--- config.mk ---
export PLATFORM = sky130hd
export DESIGN_NAME = blob_mover
export DESIGN_NICKNAME = d
export VERILOG_FILES = /design/src/rtl/blob_mover.sv
export SDC_FILE = /design/constraint.sdc
export NUM_CORES = 1
export LEC_CHECK = 0
export CAP_MARGIN = 20
export CORE_MARGIN = 2
export CORE_UTILIZATION = 44
export CTS_CLUSTER_SIZE = 14
export DETAILED_ROUTE_END_ITERATION = 8
export PLACE_DENSITY_LB_ADDON = 0.1
export SKIP_CTS_REPAIR_TIMING = 1
export SLEW_MARGIN = 10
export SYNTH_ARGS = -nofsm -noshare
export SYNTH_HDL_FRONTEND = slang
export SYNTH_SLANG_ARGS = --single-unit
--- constraint.sdc ---
create_clock -name vclock -period 3 [get_ports vclock]
set_input_delay 0.6 -clock vclock [delete_from_list [all_inputs] [get_ports vclock]]
set_output_delay 0.6 -clock vclock [all_outputs]
set_load 0.02 [all_outputs]
--- src/rtl/blob_mover.sv ---
// rtl/blob_mover.sv - frame-rate sprite position generator with edge bounce
//
// Moves a WIDTH x HEIGHT sprite once per frame on the vsync falling edge by a
// programmable speed. The sprite reflects off the edges of the visible raster.
// The FSM runs WAIT -> UPD_X -> UPD_Y -> WAIT, so a tick in cycle N gives x
// from N+2 and gives y and frame_done from N+3.
//
// Optional feature macro: BLOB_GRAVITY_EN
//   When defined, vertical motion uses an internal signed velocity vy. vy
//   accelerates by one per frame up to 15 and reflects at the floor and the
//   ceiling. When undefined, vertical motion follows the horizontal rules.
//
// Ports:
//   vclock      in   pixel clock, rising-edge logic
//   reset_n     in   asynchronous active-low reset
//   vsync       in   active-low vsync, synchronous to vclock
//   pause       in   1 = skip frames, with no motion
//   speed[3:0]  in   pixels per frame on each axis
//   x[10:0]     out  sprite left edge
//   y[9:0]      out  sprite top edge
//   bounce_x    out  one-cycle pulse on an x reflection
//   bounce_y    out  one-cycle pulse on a y reflection
//   frame_done  out  one-cycle pulse when the y update completes

module blob_mover #(
    parameter int WIDTH    = 16,
    parameter int HEIGHT   = 16,
    parameter int SCREEN_W = 1024,
    parameter int SCREEN_H = 768,
    parameter int X0       = 512,
    parameter int Y0       = 384
) (
    input  logic        vclock,
    input  logic        reset_n,
    input  logic        vsync,
    input  logic        pause,
    input  logic [3:0]  speed,
    output logic [10:0] x,
    output logic [9:0]  y,
    output logic        bounce_x,
    output logic        bounce_y,
    output logic        frame_done
);

    localparam logic [11:0] X_LIMIT = 12'(SCREEN_W);
    localparam logic [11:0] X_SIZE  = 12'(WIDTH);
    localparam logic [10:0] X_EDGE  = 11'(SCREEN_W - WIDTH);
    localparam logic [10:0] X_RST   = 11'(X0);
    localparam logic [9:0]  Y_EDGE  = 10'(SCREEN_H - HEIGHT);
    localparam logic [9:0]  Y_RST   = 10'(Y0);

    typedef enum logic [1:0] {
        S_WAIT  = 2'd0,
        S_UPD_X = 2'd1,
        S_UPD_Y = 2'd2
    } state_t;

    state_t      state_q, state_d;
    logic        vsync_dly_q, vsync_dly_d;
    logic [3:0]  spd_q, spd_d;
    logic [10:0] x_q, x_d;
    logic [9:0]  y_q, y_d;
    logic        dir_x_q, dir_x_d;          // 1 = moving right
    logic        bounce_x_q, bounce_x_d;
    logic        bounce_y_q, bounce_y_d;
    logic        frame_done_q, frame_done_d;
    logic        tick;
    logic [11:0] x_wide;
    logic [11:0] spd_wide;

`ifdef BLOB_GRAVITY_EN
    localparam logic signed [12:0] GY_LIMIT = 13'(SCREEN_H);
    localparam logic signed [12:0] GY_SIZE  = 13'(HEIGHT);

    logic signed [6:0]  vy_q, vy_d;
    logic signed [6:0]  vy_inc;
    logic signed [12:0] y_sum;

    // Velocity saturates at +15. y_sum holds the proposed position with the
    // new velocity, and is negative when the sprite would cross the ceiling.
    assign vy_inc = (vy_q >= 7'sd15) ? 7'sd15 : vy_q + 7'sd1;
    assign y_sum  = $signed({3'b000, y_q}) + $signed({{6{vy_inc[6]}}, vy_inc});
`else
    localparam logic [11:0] Y_LIMIT = 12'(SCREEN_H);
    localparam logic [11:0] Y_SIZE  = 12'(HEIGHT);

    logic        dir_y_q, dir_y_d;          // 1 = moving down
    logic [11:0] y_wide;

    assign y_wide = 12'(y_q);
`endif

    assign tick     = vsync_dly_q & ~vsync;
    assign x_wide   = 12'(x_q);
    assign spd_wide = 12'(spd_q);

    always_comb begin
        state_d      = state_q;
        vsync_dly_d  = vsync;
        spd_d        = spd_q;
        x_d          = x_q;
        y_d          = y_q;
        dir_x_d      = dir_x_q;
        bounce_x_d   = 1'b0;
        bounce_y_d   = 1'b0;
        frame_done_d = 1'b0;
`ifdef BLOB_GRAVITY_EN
        vy_d         = vy_q;
`else
        dir_y_d      = dir_y_q;
`endif
        case (state_q)
            S_WAIT: begin
                // pause only gates frame starts, so an update in flight completes.
                if (tick && !pause) begin
                    spd_d   = speed;
                    state_d = S_UPD_X;
                end
            end
            S_UPD_X: begin
                if (dir_x_q) begin
                    if (x_wide + spd_wide + X_SIZE >= X_LIMIT) begin
                        x_d        = X_EDGE;
                        dir_x_d    = 1'b0;
                        bounce_x_d = 1'b1;
                    end else begin
                        x_d = x_q + 11'(spd_q);
                    end
                end else if (x_wide < spd_wide) begin
                    x_d        = '0;
                    dir_x_d    = 1'b1;
                    bounce_x_d = 1'b1;
                end else begin
                    x_d = x_q - 11'(spd_q);
                end
                state_d = S_UPD_Y;
            end
            S_UPD_Y: begin
`ifdef BLOB_GRAVITY_EN
                if (y_sum[12]) begin
                    y_d        = '0;
                    vy_d       = -vy_inc;
                    bounce_y_d = 1'b1;
                end else if (y_sum + GY_SIZE >= GY_LIMIT) begin
                    y_d        = Y_EDGE;
                    vy_d       = -vy_inc;
                    bounce_y_d = 1'b1;
                end else begin
                    y_d  = y_sum[9:0];
                    vy_d = vy_inc;
                end
`else
                if (dir_y_q) begin
                    if (y_wide + spd_wide + Y_SIZE >= Y_LIMIT) begin
                        y_d        = Y_EDGE;
                        dir_y_d    = 1'b0;
                        bounce_y_d = 1'b1;
                    end else begin
                        y_d = y_q + 10'(spd_q);
                    end
                end else if (y_wide < spd_wide) begin
                    y_d        = '0;
                    dir_y_d    = 1'b1;
                    bounce_y_d = 1'b1;
                end else begin
                    y_d = y_q - 10'(spd_q);
                end
`endif
                frame_done_d = 1'b1;
                state_d      = S_WAIT;
            end
            default: state_d = S_WAIT;
        endcase
    end

    // vsync_dly resets low, so a vsync that is already low at release does not
    // produce a tick.
    always_ff @(posedge vclock or negedge reset_n) begin
        if (!reset_n) begin
            state_q      <= S_WAIT;
            vsync_dly_q  <= 1'b0;
            spd_q        <= '0;
            x_q          <= X_RST;
            y_q          <= Y_RST;
            dir_x_q      <= 1'b1;
            bounce_x_q   <= 1'b0;
            bounce_y_q   <= 1'b0;
            frame_done_q <= 1'b0;
`ifdef BLOB_GRAVITY_EN
            vy_q         <= '0;
`else
            dir_y_q      <= 1'b1;
`endif
        end else begin
            state_q      <= state_d;
            vsync_dly_q  <= vsync_dly_d;
            spd_q        <= spd_d;
            x_q          <= x_d;
            y_q          <= y_d;
            dir_x_q      <= dir_x_d;
            bounce_x_q   <= bounce_x_d;
            bounce_y_q   <= bounce_y_d;
            frame_done_q <= frame_done_d;
`ifdef BLOB_GRAVITY_EN
            vy_q         <= vy_d;
`else
            dir_y_q      <= dir_y_d;
`endif
        end
    end

    assign x          = x_q;
    assign y          = y_q;
    assign bounce_x   = bounce_x_q;
    assign bounce_y   = bounce_y_q;
    assign frame_done = frame_done_q;

endmodule

* Word-level counts from Yosys, hierarchy flattened
Index checks and enable logic that the tools add are counted.
** Cells by class
- Eq/ne operators :: 3
- Bitwise operators :: 2
- Reductions and logical operators :: 4
- Add/sub/neg operators :: 8
- Magnitude comparators :: 4
- Muxes and demuxes :: 21
** Operators by type and width (count)
- 11-bit two-way mux :: 3
- 10-bit two-way mux :: 3
- 1-bit two-way mux :: 13
- 11-bit by 4-bit adder with 12-bit output :: 1
- 11-bit by 5-bit adder with 12-bit output, second input constant :: 1
- 12-bit by 5-bit adder with 12-bit output, second input constant :: 1
- 12-bit by 10-bit greater-or-equal comparator with 1-bit output, second input constant :: 1
- 12-bit by 11-bit greater-or-equal comparator with 1-bit output, second input constant :: 1
- 10-bit by 4-bit adder with 11-bit output :: 1
- 11-bit by 4-bit adder with 11-bit output :: 1
- 11-bit by 4-bit less-than comparator with 1-bit output :: 1
- 11-bit by 4-bit subtractor with 11-bit output :: 1
- 10-bit by 4-bit adder with 10-bit output :: 1
- 10-bit by 4-bit less-than comparator with 1-bit output :: 1
- 10-bit by 4-bit subtractor with 10-bit output :: 1
- 2-bit case mux with 2 select lines :: 1
- 2-bit by 1-bit == test with 1-bit output, second input constant :: 1
- 2-bit == test, second input constant :: 1
- 2-bit zero test :: 1
- 2-bit two-way mux :: 1
- 2-bit inequality test, second input constant :: 1
- 2-bit AND reduction :: 1
- 1-bit AND :: 1
- 1-bit logical AND :: 1
- other kinds (2) :: 2
** Storage, ports and cells
- Bits in registers :: 33
- Bits of input ports :: 8
- Output and inout bits :: 24

* Depth between registers and ports, before layout
- Depth after elaboration :: 6
- Gate-level depth with buffers :: 10
- Mapped depth without buffers :: 10

* Worst setup path after synthesis
OpenSTA, ideal clock, no wires.
- Path type :: reg2reg
- Start :: register x_q[0], in the netlist x[0]
- End :: register x_q[7], in the netlist x[7]
- Arrival :: 2340 ps
- Clock period less this slack :: 2464 ps
- Stages on the path, launching flop included :: 9
- Setup time :: 124 ps
- Setup slack :: 536 ps
- Path through :: dfrtp_1 ha_1 fa_1 a221o_1 o31a_1 o41ai_1 buf_4 a21oi_1 a211o_1
** Between the ends
- Word-level cells in the longest chain between the ends :: 5
- Elaborated cells on any way between the ends :: 9
** RTL lines
- from (decl) :: RTL line 61 : logic [10:0] x_q, x_d;
- from (signal assigned) :: RTL line 183 : x_q <= X_RST;
- from (signal assigned) :: RTL line 198 : x_q <= x_d;
- 11-bit by 4-bit adder with 12-bit output :: RTL line 122 : if (x_wide + spd_wide + X_SIZE >= X_LIMIT) begin
- 12-bit by 5-bit adder with 12-bit output :: RTL line 122
- 12-bit by 11-bit greater-or-equal comparator with 1-bit output :: RTL line 122
- 11-bit two-way mux :: RTL line 122
- 11-bit two-way mux * :: RTL line 121 : if (dir_x_q) begin
Mark *: on every way between the ends. The rest lies on a longest branch, timed or not.
A chain may end at the register's enable or synchronous reset.

* Worst setup path in the final report
- Start :: register spd_q[2]
- End :: register x_q[2], in the netlist x[2]
** Between the ends
- Word-level cells in the longest chain between the ends :: 5
- Elaborated cells on any way between the ends :: 9
** RTL lines
- from (decl) :: RTL line 60 : logic [3:0] spd_q, spd_d;
- from (signal assigned) :: RTL line 197 : spd_q <= spd_d;
- 11-bit by 4-bit adder with 12-bit output :: RTL line 122
- 12-bit by 5-bit adder with 12-bit output :: RTL line 122
- 12-bit by 11-bit greater-or-equal comparator with 1-bit output :: RTL line 122
- 11-bit two-way mux :: RTL line 122
- 11-bit two-way mux * :: RTL line 121
Marked as above.

==> flow_summary.yaml <==
detailed_routing:
  wl_um: 6730
  vias_per_cell: 5.90
  remaining_drc_errors: 0
  drt_iter0_markers: 225
  drtAntennaViolNets: 0
  first_pass_iters: 5
  wl_per_cell_um: 16.3
  vias: 2438
synthesis:
  syn_inst: 309
  ys_seq_area_share_pct: 31.9
  synthArstFlopShare_pct: 100
  synth.ff_latch_count: 33
  ys.flop_type: "dfrtp_1"
  ys_types: 64
  synth.cell_area_um2: 2610
  syn-num-nets: 337
  postSynthAreaPerCell_um2: 8.45
  synth_edf_count: 0
  yosysWarnings: 0
cts:
  htreeDepth: 2
  cts.path.max_buffers: 2
  cts_buffers: 5
  tritoncts: "built"
  cts.sinks: 33
  worstSkewPairLatency_ns: 0.30
  clock-root-buffer: "clkbuf_8"
  clk_pin_slew_ns: 0.08
sta:
  max_freq_mhz: 363
  whs_ns: 0.558
  hold_viol_final: 0
  tns_ns: 0
  slew_headroom_pct: 40.0
  tightest_slew_ns: 0.888
  grt_setup_unrepaired: "false"
  finalWorstSetupSlack_ns: 0.245
  setup_viol: 0
  clock_skew_ns: 0.00929
  drv_slew: 0
  period_share_pct: 91.8
  period_minus_slack_ns: 2.75
worst_setup_path:
  crit_slowest_cell: "o41ai_1"
  crit_type: "reg2reg"
  crit_family: "compound AO/OA/AOI/OAI gates"
  arrival_ns: 2.96
  crit_chain: "inv_1 > ha_1 > nor2_1 > a221o_1 > nand3_1 > o41ai_1 > buf_4 > nand3_1 > a211oi_1"
  cp_common_cell: "nand3_1"
  critPathMaxFanout: 7
  required_ns: 3.21
  worstSetupStartpointType: "flop"
  slowest_delay_ns: 0.73
  worst-path-buf-inv: 2
  end_kind: "flop"
cells_and_area:
  layout.nets: 365
  post-route-util_pct: 53.6
  fin_area_um2: 3120
  drive_above_1_share_pct: 10.4
  area_growth_syn_to_layout_pct: 19.5
  nFillCells: 586
  num_antenna_cells: 0
  instances_no_fill: 413
grt:
  grt_pass1_wl_um: 11200
  antenna_found_initial: 0
  track_usage_pct: 22.0
  grt_start_max_net_pins: 34
  grt_pass1_vias: 2193
  overflow: 0
floorplanning:
  die_area_um2: 6560
  initial_core_util_pct: 44.9
  core-area_um2: 5820
  die_y_um: 81.0
  die_w_um: 81.0
  rows: 28
  ioPinCount: 32
power_and_ir_drop:
  power_frac_clock_pct: 17.6
  pwr_density_cell_nw_per_um2: 944
  p_int_mw: 1.64
  switching_share_pct: 44.2
  seq_power_share_pct: 26.6
  switching_power_mw: 1.30
  combPwrFrac_pct: 55.8
  vdd_drop_max_uv: 417
  power_mw: 2.94
  p_leak_nw: 1.29
place:
  portBuffers: 31
  gp_congestion: 0.869
  hpwl_um: 4850
  post_dp_cell_area_um2: 2980
  dpl.cell_count: 405
  place_ws_ns: 0.321
run_status:
  status: "completed"
min_path:
  hold_class: "reg2reg"
flow_run:
  cap_violations: 0
-- kinds of logic (layout without fill, tap and decap cells) --
family	count (synthesis)	in the layout	synth area share [%]
AO/OA/AOI/OAI	99	99	25.3
XOR/XNOR	8	8	2.68
adder cells (fa/ha/maj)	20	20	10.7
buffers and inverters	36	65	5.90
flip-flops	33	33	31.9
multiplexers	6	6	2.44
AND/OR/NAND/NOR	107	107	21.0
-- Yosys cell counts (3+ instances only) --
master	n	area [µm²]
nor2_1	24	90.1
nand2_1	26	97.6
a211o_1	3	26.3
ha_1	16	200
and3_1	6	37.5
o221ai_1	3	26.3
dfrtp_1	28	701
nand4_1	3	18.8
xnor2_1	5	43.8
nand2b_1	10	62.6
mux2i_1	3	30.0
buf_4	3	22.5
o211ai_1	4	30.0
nor3_1	8	40.0
dfstp_2	5	131
nor2b_1	4	25.0
clkbuf_1	13	48.8
inv_1	17	63.8
o41ai_1	3	26.3
xor2_1	3	26.3
o21ai_1	3	15.0
fa_1	4	80.1
a21oi_1	24	120
mux2_2	3	33.8
a31oi_1	4	25.0
nand3_1	12	60.1
o21a_1	3	22.5
o21ai_0	24	120
-- layout make-up --
class | count | area [µm²] | area share, %
multi-input combinational | 240 | 1620 | 52.1
sequential | 33 | 832 | 26.7
timing repair buffer | 38 | 363 | 11.6
tap | 75 | 93.8 | 3.01
clock buffer | 5 | 68.8 | 2.21
inverter | 19 | 71.3 | 2.29
clock inverter | 3 | 65.1 | 2.09
-- flip-flops by register name, summed over array words and instances (netlist names) --
signal	flops
frame_done	1
state_q	2
bounce_x	1
y	10
dir_y_q	1
spd_q	4
vsync_dly_q	1
dir_x_q	1
bounce_y	1
x	11
-- cell usage in the layout (no fill, tap or decap), types with 7 or more instances in the layout --
cell type and count:
clkdlybuf4s50_1 31, dfrtp_1 28, nand2_1 26, nor2_1 24, o21ai_0 24, a21oi_1 24
inv_1 17, ha_1 16, nand3_1 12, nand2b_1 10, nor3_1 8, buf_4 7
-- power by group through the flow --
stage,logic [mW],registers (mW),clock network [mW]
after detailed placement,1.62,0.788,0
after global placement,1.61,0.788,0
final,1.64,0.782,0.519
after global routing,1.82,0.809,0.545
after CTS,1.63,0.782,0.528
after floorplan,1.05,0.827,0
-- tightest hold or removal path, stage by stage, from the launching register on --
cell	delay [ns]
dfrtp_1	0.40
nand2_1	0.06
o41ai_1	0.06
-- final timing paths --
path / start / end / slack, ns / cells after the start
setup / recovery: spd_q[2] / x[2] / 0.25 / 9
setup reg to reg: spd_q[2] / x[2] / 0.25 / 9
max in group asynchronous: reset_n / y[8] / 1.96 / 2
min in group asynchronous: reset_n / x[0] / 0.70 / 2
hold reg to reg: y[0] / y[0] / 0.56 / 2
hold / removal: y[0] / y[0] / 0.56 / 2
-- metal layers --
| layer | routed length (µm) | GRT usage [%] |
|---|---|---|
| met1 | 3360 | 32.7 |
| met2 | 2980 | 32.7 |
| met3 | 315 | 3.89 |
| met4 | 71 | 5.76 |
| met5 | 0 | 0 |
Power figures use the tool's default switching activity.
